--- src/rtl/yuv2rgb_pkg.sv ---
// Shared constants, types and offset helpers for the YCbCr-to-RGB converter.
package yuv2rgb_pkg;

    // Total pipeline depth from input sample to output register.
    localparam int LAT = 6;

    // Coefficients are fixed-point values scaled by 2^Q_SHIFT.
    localparam int Q_SHIFT = 10;
    localparam int Q_RND   = 512;

    // BT.601 limited-range coefficients.
    localparam int KY_601  = 1192;
    localparam int KRV_601 = 1634;
    localparam int KGU_601 = 401;
    localparam int KGV_601 = 832;
    localparam int KBU_601 = 2066;

    // BT.709 limited-range coefficients.
    localparam int KY_709  = 1192;
    localparam int KRV_709 = 1836;
    localparam int KGU_709 = 218;
    localparam int KGV_709 = 547;
    localparam int KBU_709 = 2163;

    // 4:2:2 chroma phase: even pixels carry Cb, odd pixels carry Cr.
    typedef enum logic {
        PH_EVEN = 1'b0,
        PH_ODD  = 1'b1
    } phase_e;

    // Timing/enable tag that travels beside the pixel data.
    typedef struct packed {
        logic v;
        logic h;
        logic de;
        logic en;
    } tag_t;

    // Luma black level scaled to the component width.
    function automatic int y_off(input int dw);
        return 16 << (dw - 8);
    endfunction

    // Chroma zero level scaled to the component width.
    function automatic int c_off(input int dw);
        return 128 << (dw - 8);
    endfunction

endpackage

--- src/rtl/yuv2rgb_cfg_matrix.sv ---
// Colour matrix: offset subtract, multiply, sum/round and clamp (4 stages).
// The output register loads the fill colour instead of the clamped result
// whenever blank_i is high in the cycle it loads.
module ycc_matrix
    import yuv2rgb_pkg::*;
#(
    parameter int DW = 8,
    parameter logic [3*DW-1:0] FILL_RGB = {{(2*DW){1'b0}}, DW'(255 << (DW - 8))}
) (
    input  logic          clk_i,
    input  logic          rst_i,
    input  logic [DW-1:0] y_i,
    input  logic [DW-1:0] cb_i,
    input  logic [DW-1:0] cr_i,
    input  logic          std_i,
    input  logic          blank_i,
    output logic [DW-1:0] r_o,
    output logic [DW-1:0] g_o,
    output logic [DW-1:0] b_o
);

    localparam int IW = DW + 2;   // offset-removed component
    localparam int PW = DW + 15;  // product
    localparam int SW = DW + 17;  // sum with headroom

    localparam logic signed [IW-1:0] Y_OFF = IW'(y_off(DW));
    localparam logic signed [IW-1:0] C_OFF = IW'(c_off(DW));
    localparam logic signed [SW-1:0] RND   = SW'(Q_RND);
    localparam logic signed [SW-1:0] MAXV  = SW'((1 << DW) - 1);

    // S2 signals
    logic signed [IW-1:0] y2_d, cb2_d, cr2_d;
    logic signed [IW-1:0] y2_q, cb2_q, cr2_q;
    logic                 std2_q;

    // S3 signals
    logic signed [PW-1:0] y2_x, cb2_x, cr2_x;
    logic signed [PW-1:0] k_y, k_rv, k_gu, k_gv, k_bu;
    logic signed [PW-1:0] p_y_q, p_rv_q, p_gu_q, p_gv_q, p_bu_q;

    // S4 signals
    logic signed [SW-1:0] e_y, e_rv, e_gu, e_gv, e_bu;
    logic signed [SW-1:0] r_sum, g_sum, b_sum;
    logic signed [SW-1:0] r4_q, g4_q, b4_q;

    // S5 signals
    logic [DW-1:0] r5_q, g5_q, b5_q;

    function automatic logic [DW-1:0] clamp(input logic signed [SW-1:0] v);
        logic [DW-1:0] res;
        if (v[SW-1]) begin
            res = '0;
        end else if (v > MAXV) begin
            res = '1;
        end else begin
            res = v[DW-1:0];
        end
        return res;
    endfunction

    assign y2_d  = $signed({2'b00, y_i})  - Y_OFF;
    assign cb2_d = $signed({2'b00, cb_i}) - C_OFF;
    assign cr2_d = $signed({2'b00, cr_i}) - C_OFF;

    // S2: register offset-removed components and the standard select.
    always_ff @(posedge clk_i or posedge rst_i) begin
        if (rst_i) begin
            y2_q   <= '0;
            cb2_q  <= '0;
            cr2_q  <= '0;
            std2_q <= 1'b0;
        end else begin
            y2_q   <= y2_d;
            cb2_q  <= cb2_d;
            cr2_q  <= cr2_d;
            std2_q <= std_i;
        end
    end

    assign y2_x  = {{(PW-IW){y2_q[IW-1]}},  y2_q};
    assign cb2_x = {{(PW-IW){cb2_q[IW-1]}}, cb2_q};
    assign cr2_x = {{(PW-IW){cr2_q[IW-1]}}, cr2_q};

    assign k_y  = std2_q ? PW'(KY_709)  : PW'(KY_601);
    assign k_rv = std2_q ? PW'(KRV_709) : PW'(KRV_601);
    assign k_gu = std2_q ? PW'(KGU_709) : PW'(KGU_601);
    assign k_gv = std2_q ? PW'(KGV_709) : PW'(KGV_601);
    assign k_bu = std2_q ? PW'(KBU_709) : PW'(KBU_601);

    // S3: the five coefficient products; none can overflow PW bits.
    always_ff @(posedge clk_i or posedge rst_i) begin
        if (rst_i) begin
            p_y_q  <= '0;
            p_rv_q <= '0;
            p_gu_q <= '0;
            p_gv_q <= '0;
            p_bu_q <= '0;
        end else begin
            p_y_q  <= y2_x  * k_y;
            p_rv_q <= cr2_x * k_rv;
            p_gu_q <= cb2_x * k_gu;
            p_gv_q <= cr2_x * k_gv;
            p_bu_q <= cb2_x * k_bu;
        end
    end

    assign e_y  = {{(SW-PW){p_y_q[PW-1]}},  p_y_q};
    assign e_rv = {{(SW-PW){p_rv_q[PW-1]}}, p_rv_q};
    assign e_gu = {{(SW-PW){p_gu_q[PW-1]}}, p_gu_q};
    assign e_gv = {{(SW-PW){p_gv_q[PW-1]}}, p_gv_q};
    assign e_bu = {{(SW-PW){p_bu_q[PW-1]}}, p_bu_q};

    assign r_sum = e_y + e_rv + RND;
    assign g_sum = e_y - e_gu - e_gv + RND;
    assign b_sum = e_y + e_bu + RND;

    // S4: round-half-up then drop the fractional bits (arithmetic shift).
    always_ff @(posedge clk_i or posedge rst_i) begin
        if (rst_i) begin
            r4_q <= '0;
            g4_q <= '0;
            b4_q <= '0;
        end else begin
            r4_q <= r_sum >>> Q_SHIFT;
            g4_q <= g_sum >>> Q_SHIFT;
            b4_q <= b_sum >>> Q_SHIFT;
        end
    end

    // S5: clamp to the component range, or load the fill colour when blanked.
    always_ff @(posedge clk_i or posedge rst_i) begin
        if (rst_i) begin
            r5_q <= FILL_RGB[3*DW-1:2*DW];
            g5_q <= FILL_RGB[2*DW-1:DW];
            b5_q <= FILL_RGB[DW-1:0];
        end else if (blank_i) begin
            r5_q <= FILL_RGB[3*DW-1:2*DW];
            g5_q <= FILL_RGB[2*DW-1:DW];
            b5_q <= FILL_RGB[DW-1:0];
        end else begin
            r5_q <= clamp(r4_q);
            g5_q <= clamp(g4_q);
            b5_q <= clamp(b4_q);
        end
    end

    assign r_o = r5_q;
    assign g_o = g5_q;
    assign b_o = b5_q;

endmodule

--- src/rtl/yuv2rgb_cfg.sv ---
// YCbCr (4:4:4 or 4:2:2) to RGB converter with per-frame format/standard
// latch and fill-colour blanking. Fixed 6-cycle latency, one pixel per clock;
// the stream never stalls, so there is no valid/ready handshake: DE marks
// live pixels and every clock advances the whole pipeline.
module yuv2rgb_cfg
    import yuv2rgb_pkg::*;
#(
    parameter int DW = 8,
    parameter logic [3*DW-1:0] FILL_RGB = {{(2*DW){1'b0}}, DW'(255 << (DW - 8))}
) (
    input  logic          iSclk,
    input  logic          iRst,
    input  logic [3*DW-1:0] iD,
    input  logic          iV,
    input  logic          iH,
    input  logic          iE,
    input  logic          iEn,
    input  logic          iFmt,
    input  logic          iStd,
    output logic [DW-1:0] oDesR,
    output logic [DW-1:0] oDesG,
    output logic [DW-1:0] oDesB,
    output logic          oDesV,
    output logic          oDesH,
    output logic          oDesDE,
    output logic [1:0]    oCfg
);

    localparam logic [DW-1:0] C_MID = DW'(c_off(DW));

    // Active configuration
    logic v_prev_q, fmt_q, std_q;

    // S0 / S1 data and per-pixel configuration
    logic [3*DW-1:0] s0_d_q, s1_d_q;
    logic            s0_fmt_q, s0_std_q, s1_fmt_q, s1_std_q;
    phase_e          s1_ph_q;

    // Timing tags, index k aligned with data stage Sk
    tag_t tag_q [LAT];

    // 4:2:2 pairing state
    phase_e        ph_q, ph_d, ph_cur;
    logic          de_rise;
    logic [DW-1:0] hold_cb_q;

    // Chroma-aligned components feeding the matrix
    logic [DW-1:0] own_c, nxt_c, al_y, al_cb, al_cr;

    // Config latch: load format/standard only on the rising edge of iV.
    always_ff @(posedge iSclk or posedge iRst) begin
        if (iRst) begin
            v_prev_q <= 1'b0;
            fmt_q    <= 1'b0;
            std_q    <= 1'b0;
        end else begin
            v_prev_q <= iV;
            if (iV && !v_prev_q) begin
                fmt_q <= iFmt;
                std_q <= iStd;
            end
        end
    end

    // S0/S1 data registers; each pixel carries the config active when sampled.
    always_ff @(posedge iSclk or posedge iRst) begin
        if (iRst) begin
            s0_d_q   <= '0;
            s0_fmt_q <= 1'b0;
            s0_std_q <= 1'b0;
            s1_d_q   <= '0;
            s1_fmt_q <= 1'b0;
            s1_std_q <= 1'b0;
            s1_ph_q  <= PH_EVEN;
        end else begin
            s0_d_q   <= iD;
            s0_fmt_q <= fmt_q;
            s0_std_q <= std_q;
            s1_d_q   <= s0_d_q;
            s1_fmt_q <= s0_fmt_q;
            s1_std_q <= s0_std_q;
            s1_ph_q  <= ph_cur;
        end
    end

    // Tag shift register: V/H/DE/En run alongside data, never gated by DE.
    always_ff @(posedge iSclk or posedge iRst) begin
        if (iRst) begin
            for (int i = 0; i < LAT; i++) begin
                tag_q[i] <= '0;
            end
        end else begin
            tag_q[0] <= '{v: iV, h: iH, de: iE, en: iEn};
            for (int i = 1; i < LAT; i++) begin
                tag_q[i] <= tag_q[i-1];
            end
        end
    end

    // Phase FSM state register.
    always_ff @(posedge iSclk or posedge iRst) begin
        if (iRst) begin
            ph_q <= PH_EVEN;
        end else begin
            ph_q <= ph_d;
        end
    end

    // Phase FSM next state: restart at even on rising DE, toggle per DE pixel.
    always_comb begin
        de_rise = tag_q[0].de && !tag_q[1].de;
        ph_cur  = de_rise ? PH_EVEN : ph_q;
        ph_d    = ph_q;
        if (tag_q[0].de) begin
            ph_d = (ph_cur == PH_EVEN) ? PH_ODD : PH_EVEN;
        end
    end

    // Hold the Cb of each even live pixel for its odd partner.
    always_ff @(posedge iSclk or posedge iRst) begin
        if (iRst) begin
            hold_cb_q <= '0;
        end else if (tag_q[1].de && s1_ph_q == PH_EVEN) begin
            hold_cb_q <= own_c;
        end
    end

    // S1 chroma align: rebuild full Cb/Cr for 4:2:2, pass through for 4:4:4.
    always_comb begin
        own_c = s1_d_q[DW-1:0];
        nxt_c = tag_q[0].de ? s0_d_q[DW-1:0] : C_MID;
        al_y  = s1_d_q[3*DW-1:2*DW];
        al_cb = s1_d_q[2*DW-1:DW];
        al_cr = s1_d_q[DW-1:0];
        if (s1_fmt_q) begin
            al_y = s1_d_q[2*DW-1:DW];
            if (s1_ph_q == PH_EVEN) begin
                al_cb = own_c;
                al_cr = nxt_c;
            end else begin
                al_cb = hold_cb_q;
                al_cr = own_c;
            end
        end
    end

    // S2..S5; blanking decided by the tag of the pixel entering S5.
    ycc_matrix #(
        .DW       (DW),
        .FILL_RGB (FILL_RGB)
    ) u_matrix (
        .clk_i   (iSclk),
        .rst_i   (iRst),
        .y_i     (al_y),
        .cb_i    (al_cb),
        .cr_i    (al_cr),
        .std_i   (s1_std_q),
        .blank_i (!tag_q[LAT-2].en),
        .r_o     (oDesR),
        .g_o     (oDesG),
        .b_o     (oDesB)
    );

    assign oDesV  = tag_q[LAT-1].v;
    assign oDesH  = tag_q[LAT-1].h;
    assign oDesDE = tag_q[LAT-1].de;
    assign oCfg   = {fmt_q, std_q};

endmodule

--- config.mk ---
export PLATFORM = sky130hd
export DESIGN_NAME = yuv2rgb_cfg
export DESIGN_NICKNAME = d
export VERILOG_FILES = /design/src/rtl/yuv2rgb_pkg.sv /design/src/rtl/yuv2rgb_cfg_matrix.sv /design/src/rtl/yuv2rgb_cfg.sv
export SDC_FILE = /design/constraint.sdc
export NUM_CORES = 1
export LEC_CHECK = 0
export CORE_MARGIN = 1
export CORE_UTILIZATION = 60
export DETAILED_ROUTE_END_ITERATION = 16
export PLACE_DENSITY = 0.77
export SLEW_MARGIN = 20
export SYNTH_ARGS = -nofsm -noshare
export SYNTH_HDL_FRONTEND = slang
export SYNTH_SLANG_ARGS = --single-unit
--- constraint.sdc ---
create_clock -name iSclk -period 12.3 [get_ports iSclk]
set_input_delay 3.075 -clock iSclk [delete_from_list [all_inputs] [get_ports iSclk]]
set_output_delay 3.075 -clock iSclk [all_outputs]
set_load 0.1 [all_outputs]
==> metrics, run 1 <==
Worst Setup Slack, final=6880 ps; grt met3 use=2.92%; largest cells by area after synthesis=dfrtp_1 33%, ha_1 26%, fa_1 13%, inv_1 6.2%, xnor2_1 3.3%; clock slew at reported path FFs=60 ps; final weighted congestion of routability-driven global placement=0.883; #FFs+latches synth=276; complex-gate fraction of the synthesized area=7.71%; number of hold violations in the final report=0; Adder-Cell Fraction of Synth Area=38.8%; share of synthesized area occupied by flip-flops and latches=34.1%; status=complete, no violations; first-pass GRT wire length=64.9 mm; Core ar.=32900 um^2; final clock skew=13.5 ps; number of antenna violations at the first check in global routing=0; Total GRT Usage=24.2%; count of flip-flops with a built-in enable after synthesis=0; warnings from Yosys=0; summed instance area of the synthesized netlist=20300 um^2; diode count=0; element type at the critical path start=register; combinational family with the most area after synthesis=adder cells; most frequently used flop master after synthesis=dfrtp_1; Rows=66; area fraction of the dominant cell type after synthesis=33.1%; clk_lat worst skew=540 ps; floorplan die area=34500 um^2; Data required, critical path=12720 ps; clock buffers created by TritonCTS=28; class of the most critical hold timing path=reg -> reg; Max Fclk=0.184 GHz; dominant cell type by area after synthesis=dfrtp_1; fraction of met2 tracks used by global routing=40.8%; number of post-CTS setup repair buffers=0; RSZ-0062 raised after global routing=no; clk buf depth=3; XOR/XNOR Fraction of Synth Area=4.45%; via count of the first global-routing pass=13191; growth of design area from synthesis to finish=10.6%; post-DR vias/cell=5.27; final count of pins violating max slew=0; die extent in y=186 um; setup-violating endpoint count in the final report=0; Routed WL per cell=16.1 um; Worst slew margin=33.4%; share of cell area taken by muxes after synthesis=1.47%; maximum number of pins on one net before global-route repair=122; layout cells sized above 1=5.04%; number of distinct library cells after synthesis=61; # H-tree levels=1; number of search-and-repair iterations in the first detailed-routing pass=6; Avg Synthesized Cell Area=11.0 um^2; total global routing overflow=0; total via count after detailed routing=12588; number of hold buffers added after cts=0; count of clock tree sinks=276; top fanout value on the critical path=41; buffers added on ports=60; share of async-settable or async-resettable flops after synthesis=100%; critical path start-end classification=reg -> reg; CTS root buf=clkbuf_16; Final Critical Period=5420 ps; Total Neg Setup Slack=0 ps; worst slack, placed=6880 ps; post-route fraction of the period consumed by the critical path=44.1%; Synth Instances=1838; endpoint kind of the worst setup timing path=register; Starting Density=61.6%; die span in x=186 um; max cap viols=0; GR peak layer=met2; slew at the pin closest to its max-slew limit=995 ps; DRC violation total after the first TritonRoute iteration=585; Global Route met1 Usage=32.6%; TritonCTS clock tree=done; simple logic cell fraction of the synthesized area=6.79%; crit path DAT=5840 ps; Final Routed Wirelength=38.5 mm; half-perimeter wire length after placement=31.5 mm; quantity of gates resized following cts=0; Antenna Nets Post-Route=0; DRC violation count after routing=0; I/O pin cnt=61; number of nets in the layout=2508
## cells in the final DEF (no fill, tap or decap), types with 6 or more instances in the layout
cell,instances
clkbuf_16,29
a31oi_1,7
clkdlybuf4s50_1,60
xnor2_1,77
a21oi_1,68
nor2b_1,21
nand2_1,69
and2_1,14
or3_1,8
mux2_2,14
and3_1,8
o21bai_1,6
nor3_1,26
o21ai_1,6
a21o_1,24
nor2_1,78
o21a_1,26
inv_1,331
o21ai_0,50
dfrtp_1,268
or2_2,15
nand2b_1,14
nand3_1,24
fa_1,131
xor2_1,26
clkbuf_1,7
conb_1,15
ha_1,419
dfstp_2,8
mux2i_1,14
## per-stage QoR
stage / util (%) / cells / hold slack (ps) / instance area, um^2
global route: 68.1 / 2388 / 351 / 22400
detailed placement: 65.2 / 2338 / 335 / 21400
CTS: 68.1 / 2388 / 348 / 22400
global placement: 65.2 / 2338 / 333 / 21400
finish: 68.1 / 2388 / 346 / 22400
floorplan: - / 1851 / 331 / 20300
## cells in the mapped netlist, drive strengths merged (3+ instances only)
cell and count:
ha 419, inv 332, dfrtp 268, fa 131, nor2 78, xnor2 77, a21oi 69, nand2 69
o21ai 56, nor3 26, o21a 26, xor2 26, a21o 24, nand3 24, nor2b 21, clkbuf 18
or2 15, and2 14, mux2 14, mux2i 14, nand2b 14, a31oi 8, and3 8, dfstp 8
or3 8, a211oi 6, a21boi 6, o21bai 6, a31o 5, nand4 5, o211ai 5, o31ai 4
nor4 3, o2111ai 3, o31a 3, o41ai 3
## registers in the layout, summed over array words and instances, names as in the netlist, 9 cells and up
signal,flops
u_matrix.p_gu_q,19
u_matrix.p_y_q,18
u_matrix.p_gv_q,20
tag_q,20
u_matrix.p_bu_q,19
u_matrix.r4_q,15
u_matrix.g4_q,15
u_matrix.b4_q,15
s0_d_q,24
u_matrix.y2_q,9
s1_d_q,24
u_matrix.p_rv_q,18
## metal layers
layer	share of wire, %	routed length [um]
met1	46	17600
met2	47	18000
met3	4.1	1590
met4	3.3	1270
met5	0	0
## layout make-up
| cell class | count | area (um^2) |
|---|---|---|
| Tap cell | 442 | 553 |
| Fill cell | 2548 | 10500 |
| Sequential cell | 276 | 6920 |
| Timing Repair Buffer | 65 | 642 |
| Multi-Input combinational cell | 1223 | 12100 |
| Clock buffer | 40 | 807 |
| Clock inverter | 10 | 166 |
| Inverter | 332 | 1250 |
## worst max-delay path: stages (launching register included)
cell	delay, ps
dfrtp_1	330
buf_4	370
nand2_1	250
inv_1	200
ha_1	170
inv_1	60
fa_1	500
fa_1	520
fa_1	540
inv_1	50
fa_1	390
ha_1	250
or3_1	350
a311oi_1	350
o31ai_1	180
o211ai_1	210
a21boi_1	100
o21ai_0	200
mux2i_1	210
nand2_1	60
## logic make-up after synthesis
| family | count (synthesis) |
|---|---|
| AOI/OAI and AO/OA | 239 |
| xor gates and xnor gates | 103 |
| adders and majority gates | 550 |
| buffers and inverters | 352 |
| DFF | 276 |
| muxes | 28 |
| other | 2 |
| and+or+nand+nor | 288 |
## path summary, 6_finish.rpt
path	startpoint	endpoint	slack [ps]	depth (start not counted)
max reg2reg	u_matrix.std2_q	u_matrix.p_bu_q[21]	6880	19
min in group asynchronous	iRst	u_matrix.b4_q[1]	3120	2
max	u_matrix.std2_q	u_matrix.p_bu_q[21]	6880	19
min reg2reg	tag_q[18]	tag_q[14]	350	0
max in group asynchronous	iRst	u_matrix.y2_q[6]	7860	3
min	tag_q[18]	tag_q[14]	350	0
Power of run 1 is not shown: default switching activity piles up to over one toggle a cycle in this logic, so the estimate is an artifact.
==> run 2: changes to the inputs <==
- CORE_UTILIZATION: 60 -> 57
- clock period: 12.3 -> 4.8 ns (I/O delays scaled with it)
==> run 2 against run 1 <==
  * The run now ends with setup timing left
  * First-iteration DRC count shrank 31%
  * Register-to-register slack lost 6900 ps
  * Cell area grew 7.6%
  * Clock-buffer cell count is the same
  * Critical path depth grew 2
  * Routed wire length grew 7.9%
  * Worst hold slack lost 1.1 ps
  * Sequential share of layout area shrank 2.2 points
  * Sequential cell count is the same
  * Non-clock buffer count grew 118
  * Die area grew 5.2%
  * Highest routed layer is now met5
  * Final cell count grew 5.7%
==> metrics, run 2 (same netlist as run 1, synthesis figures left out) <==
RR Startpoint=u_matrix.std2_q; beginning of the worst hold path=tag_q[15]; post-DR vias/cell=5.23; area used by multi-input combinational logic=12700 um^2; post-route cell area=24100 um^2; clock buffers created by TritonCTS=30; number of antenna violations at the first check in global routing=4; diode count=0; failing checks=setup timing; critical-path cell list=buf_12 > buf_8 > and2_4 > ha_4 > inv_2 > fa_1 > inv_2 > ha_4 > fa_1 > inv_1 > fa_1 > inv_2 > ha_4 > a31oi_4 > nor2_1 > o21a_1 > o31a_1 > o41ai_4 > o2111ai_2 > a21oi_2 > xnor2_1; placed inst area=22300 um^2; Antenna Nets Post-Route=0; Starting Density=58.4%; Rows=68; die extent in y=191 um; count of clock tree sinks=276; DRC violation total after the first TritonRoute iteration=402; Core ar.=34700 um^2; worst reg-to-reg path cell count=21; die span in x=191 um; I/O pin cnt=61; critical path start-end classification=reg -> reg; Final Routed Wirelength=41.6 mm; capture point of the worst reg-to-reg path=u_matrix.p_gv_q[21]; delay of the slowest critical-path stage=490 ps; Worst slew margin=35.0%; clock slew at reported path FFs=60 ps; CTS root buf=clkbuf_16; commonest non-fill, non-tap cell in the layout=ha_1; post-route non-filler standard cell count=2525; hold depth=0; final count of pins violating max slew=0; top fanout value on the critical path=7; class of the most critical hold timing path=reg -> reg; total via count after detailed routing=13211; Data required, critical path=5290 ps; clk buf depth=3; Total GRT Usage=23.8%; Worst Hold Path EP=tag_q[11]; TritonCTS clock tree=done; Worst Setup Slack, final=-18.3 ps; number of nets in the layout=2628; number of search-and-repair iterations in the first detailed-routing pass=4; max cap viols=0; element type at the critical path start=register; via count of the first global-routing pass=13878; status=finished, violations left; crit path DAT=5300 ps; Total Neg Setup Slack=-18.3 ps; final weighted congestion of routability-driven global placement=0.914; slew at the pin closest to its max-slew limit=972 ps; most frequent cells in the layout=395 x ha_1, 321 x inv_1, 266 x dfrtp_1; Max Fclk=0.208 GHz; Filler Cells Inserted=2506; maximum number of pins on one net before global-route repair=100; floorplan die area=36300 um^2; total global routing overflow=0; DRC violation count after routing=0; RSZ-0062 raised after global routing=yes; final clock skew=9.67 ps; number of hold violations in the final report=0; Final Critical Period=4820 ps; post-route fraction of the period consumed by the critical path=100%; number of hold buffers added after cts=0; growth of design area from synthesis to finish=19.0%; # H-tree levels=1; buffers added on ports=60; half-perimeter wire length after placement=33.5 mm; endpoint kind of the worst setup timing path=register; layout cells sized above 1=15.3%; first-pass GRT wire length=67.8 mm; total instance count after detailed placement=2449; FF/Latch Area=6920 um^2; clk_lat worst skew=570 ps; Routed WL per cell=16.5 um; registers with the most flip-flops=s0_d_q x24, s1_d_q x24; slack of the worst reg-to-reg path=-20 ps; Crit-path slowest cell=fa_1; setup-violating endpoint count in the final report=1
## run 2: cell types whose count changed in the layout (fill, tap and decap cells not counted), moves of 5 or more
cell     delta
inv_2      +10
ha_4       +22
ha_1       -24
buf_4     +110
o21ai_2     +6
a21oi_1    -12
nand2_1     -5
a21oi_2    +10
buf_12      +5
o21ai_0     -9
inv_1      -10
## run 2: cell type report
type,instances,share of cell area [%]
multi-input cells,1223,52.5
flip-flops and latches,276,28.7
repair buffers,183,6.79
inverters,332,5.19
clock buffers,40,3.48
well taps,455,2.36
clock inverters,16,0.955
## run 2: worst max path at each step
stage	start	end	slack [ps]	cells past startpoint
3_3_place_gp	u_matrix.std2_q	u_matrix.p_gv_q[21]	-190	21
5_1_grt	u_matrix.std2_q	u_matrix.p_gv_q[21]	-170	21
6_report	u_matrix.std2_q	u_matrix.p_gv_q[21]	-20	21
4_1_cts	u_matrix.std2_q	u_matrix.p_gv_q[21]	-80	21
3_5_place_dp	u_matrix.std2_q	u_matrix.p_gv_q[21]	-270	21
2_1_floorplan	u_matrix.cb2_q[7]	u_matrix.p_bu_q[21]	-100	18
## run 2: metal layers
metal / GRT usage, % / wire, um / part of all wire [%]
met5: 0 / 26 / 0.063
met1: 30.9 / 18500 / 45
met2: 40.3 / 19800 / 48
met3: 3.46 / 1670 / 4.0
met4: 9.08 / 1520 / 3.6
## run 2: worst max-delay path: cells and delay by family, from the launching register on
family | cells | cell delay [ps]
buffers and inverters | 6 | 480
flip-flops | 1 | 470
adder cells (fa/ha/maj) | 6 | 2130
AO/OA/AOI/OAI | 6 | 1330
AND/OR/NAND/NOR | 2 | 210
XOR/XNOR | 1 | 120
## run 2: repair_timing
item / in CTS / in global routing
setup endpoints to repair: 16 / 22
gates resized for setup: 56 / 62
buffers inserted: 10 / 9
cloned: 2 / 0
pin swaps: 45 / 52
## run 2: metrics by stage
step                utilization [%]  hold WS [ps]  setup WS, ps
floorplan                         -           331         -95.7
global route                   69.4           352          -171
CTS                            68.4           348         -80.7
detailed placement             64.1           335          -271
global placement               64.1           331          -189
finish                         69.4           345         -18.3
Power of run 2 is left out for the same reason.
==> run 3: changes to the inputs <==
- CORE_UTILIZATION: 57 -> 60
- GPL_TIMING_DRIVEN: not set -> 0
- clock period: 4.8 -> 5.53 ns (I/O delays scaled with it)
==> run 3 against run 2 <==
  * The flow now finishes without violations
  * Worst hold slack better by 0.84 ps
  * First-iteration DRC count is 2.5% higher
  * Routed wire length is 6.6% lower
  * Non-clock buffer count is 88 lower
  * Core utilization is 0.16 points higher
  * Clock-buffer cell count is 3 lower
  * Final cell count is 4.2% lower
  * Die area is 5.0% lower
  * Critical path depth is 4 lower
  * Via count is 2.8% lower
  * Setup slack better by 240 ps
==> metrics, run 3 (same netlist as run 1, synthesis figures left out) <==
status=complete, no violations; via count of the first global-routing pass=13445; floorplan die area=34500 um^2; Core ar.=32900 um^2; maximum number of pins on one net before global-route repair=38; element type at the critical path start=register; gate family responsible for the most delay along the worst path=adder cells; number of search-and-repair iterations in the first detailed-routing pass=5; first-pass GRT wire length=65.0 mm; total via count after detailed routing=12840; Final Critical Period=5310 ps; final weighted congestion of routability-driven global placement=0.921; DRC violation count after routing=0; DRC violation total after the first TritonRoute iteration=412; TritonCTS clock tree=done; post-route cell area=22900 um^2; post-DR vias/cell=5.31; Routed WL per cell=16.0 um; worst slack, placed=-690 ps; number of hold violations in the final report=0; GR peak layer=met2; clock buffers created by TritonCTS=28; delay of the slowest critical-path stage=570 ps; most frequent cells in the layout=418 x ha_1, 328 x inv_1, 265 x dfrtp_1; crit path DAT=5770 ps; post-route non-filler standard cell count=2419; clk_lat worst skew=550 ps; number of hold buffers added after cts=0; Crit-path slowest cell=fa_1; total global routing overflow=0; Max Fclk=0.188 GHz; die span in x=186 um; placed inst area=21600 um^2; total instance count after detailed placement=2361; diode count=0; half-perimeter wire length after placement=32.0 mm; critical-path cell list=clkbuf_8 > clkbuf_8 > and2_1 > fa_1 > inv_1 > fa_1 > inv_1 > fa_1 > fa_1 > fa_1 > ha_1 > a21oi_1 > o21ai_1 > a211oi_2 > o31ai_1 > a21oi_1 > xnor2_1; fraction of met2 tracks used by global routing=42.1%; final clock skew=18.0 ps; area used by multi-input combinational logic=12200 um^2; endpoint kind of the worst setup timing path=register; CTS root buf=clkbuf_16; clk buf depth=3; count of clock tree sinks=276; slew at the pin closest to its max-slew limit=984 ps; buffers added on ports=60; registers with the most flip-flops=s0_d_q x24, s1_d_q x24; Rows=66; clock slew at reported path FFs=70 ps; grt met3 use=3.37%; buffer and inverter count on the worst path=4; growth of design area from synthesis to finish=12.9%; class of the most critical hold timing path=reg -> reg; die extent in y=186 um; post-route fraction of the period consumed by the critical path=96.0%; FF/Latch Area=6920 um^2; I/O pin cnt=61; critical path's most frequent cell=fa_1; Worst slew margin=34.2%; top fanout value on the critical path=10; critical path start-end classification=reg -> reg; final count of pins violating max slew=0; number of antenna violations at the first check in global routing=1; layout cells sized above 1=7.33%; Total GRT Usage=24.2%; number of nets in the layout=2538; Starting Density=61.6%; Filler Cells Inserted=2432; # H-tree levels=1; Global Route met1 Usage=31.2%; max cap viols=0; setup-violating endpoint count in the final report=0; Final Routed Wirelength=38.8 mm; Data required, critical path=5990 ps; Total Neg Setup Slack=0 ps; Worst Setup Slack, final=221 ps; Antenna Nets Post-Route=0; commonest non-fill, non-tap cell in the layout=ha_1
-- run 3: cell types whose count changed in the layout (fill, tap and decap cells not counted), moves of 5 or more --
cell,before,now
ha_1,395,418
a21oi_2,11,5
clkbuf_1,6,16
buf_4,114,9
ha_4,22,1
inv_1,321,328
nand2_1,64,69
a21oi_1,56,64
clkbuf_8,3,8
inv_2,10,2
-- run 3: cell type report --
| type | count | share of cell area (%) |
|---|---|---|
| multi-input combinational | 1223 | 53.3 |
| clock inverter | 14 | 0.919 |
| sequential | 276 | 30.3 |
| inverter | 332 | 5.48 |
| clock buffer | 37 | 3.57 |
| tap | 442 | 2.42 |
| buffer | 20 | 0.470 |
| timing repair buffer | 75 | 3.59 |
-- run 3: routing by layer --
layer	part of all wire, %	wire length, um
met5	0.033	13
met4	3.4	1330
met3	4.1	1600
met2	48	18500
met1	45	17300
-- run 3: worst paths after layout --
kind                       cells past startpoint             endpoint  slack, ps            start
setup / recovery                              17  u_matrix.p_gu_q[21]        220  u_matrix.std2_q
hold / removal                                 0           s1_d_q[20]        350       s0_d_q[20]
setup reg to reg                              17  u_matrix.p_gu_q[21]        220  u_matrix.std2_q
hold reg to reg                                0           s1_d_q[20]        350       s0_d_q[20]
max in group asynchronous                      6    u_matrix.cb2_q[7]       2900             iRst
min in group asynchronous                      2    u_matrix.r4_q[12]       1300             iRst
-- run 3: timing repair --
| action | CTS | global route |
|---|---|---|
| endpoints found under the setup margin | 32 | 12 |
| buffers inserted | 3 | 4 |
| resized for setup | 20 | 26 |
| cloned | 0 | 0 |
| pin swaps | 1 | 7 |
-- run 3: stage by stage --
| step | hold WS (ps) | util, % |
|---|---|---|
| floorplan | 331 | - |
| global placement | 332 | 65.3 |
| detailed placement | 335 | 65.8 |
| CTS | 347 | 69.2 |
| global route | 352 | 69.6 |
| finish | 346 | 69.6 |
Power of run 3 is left out for the same reason.
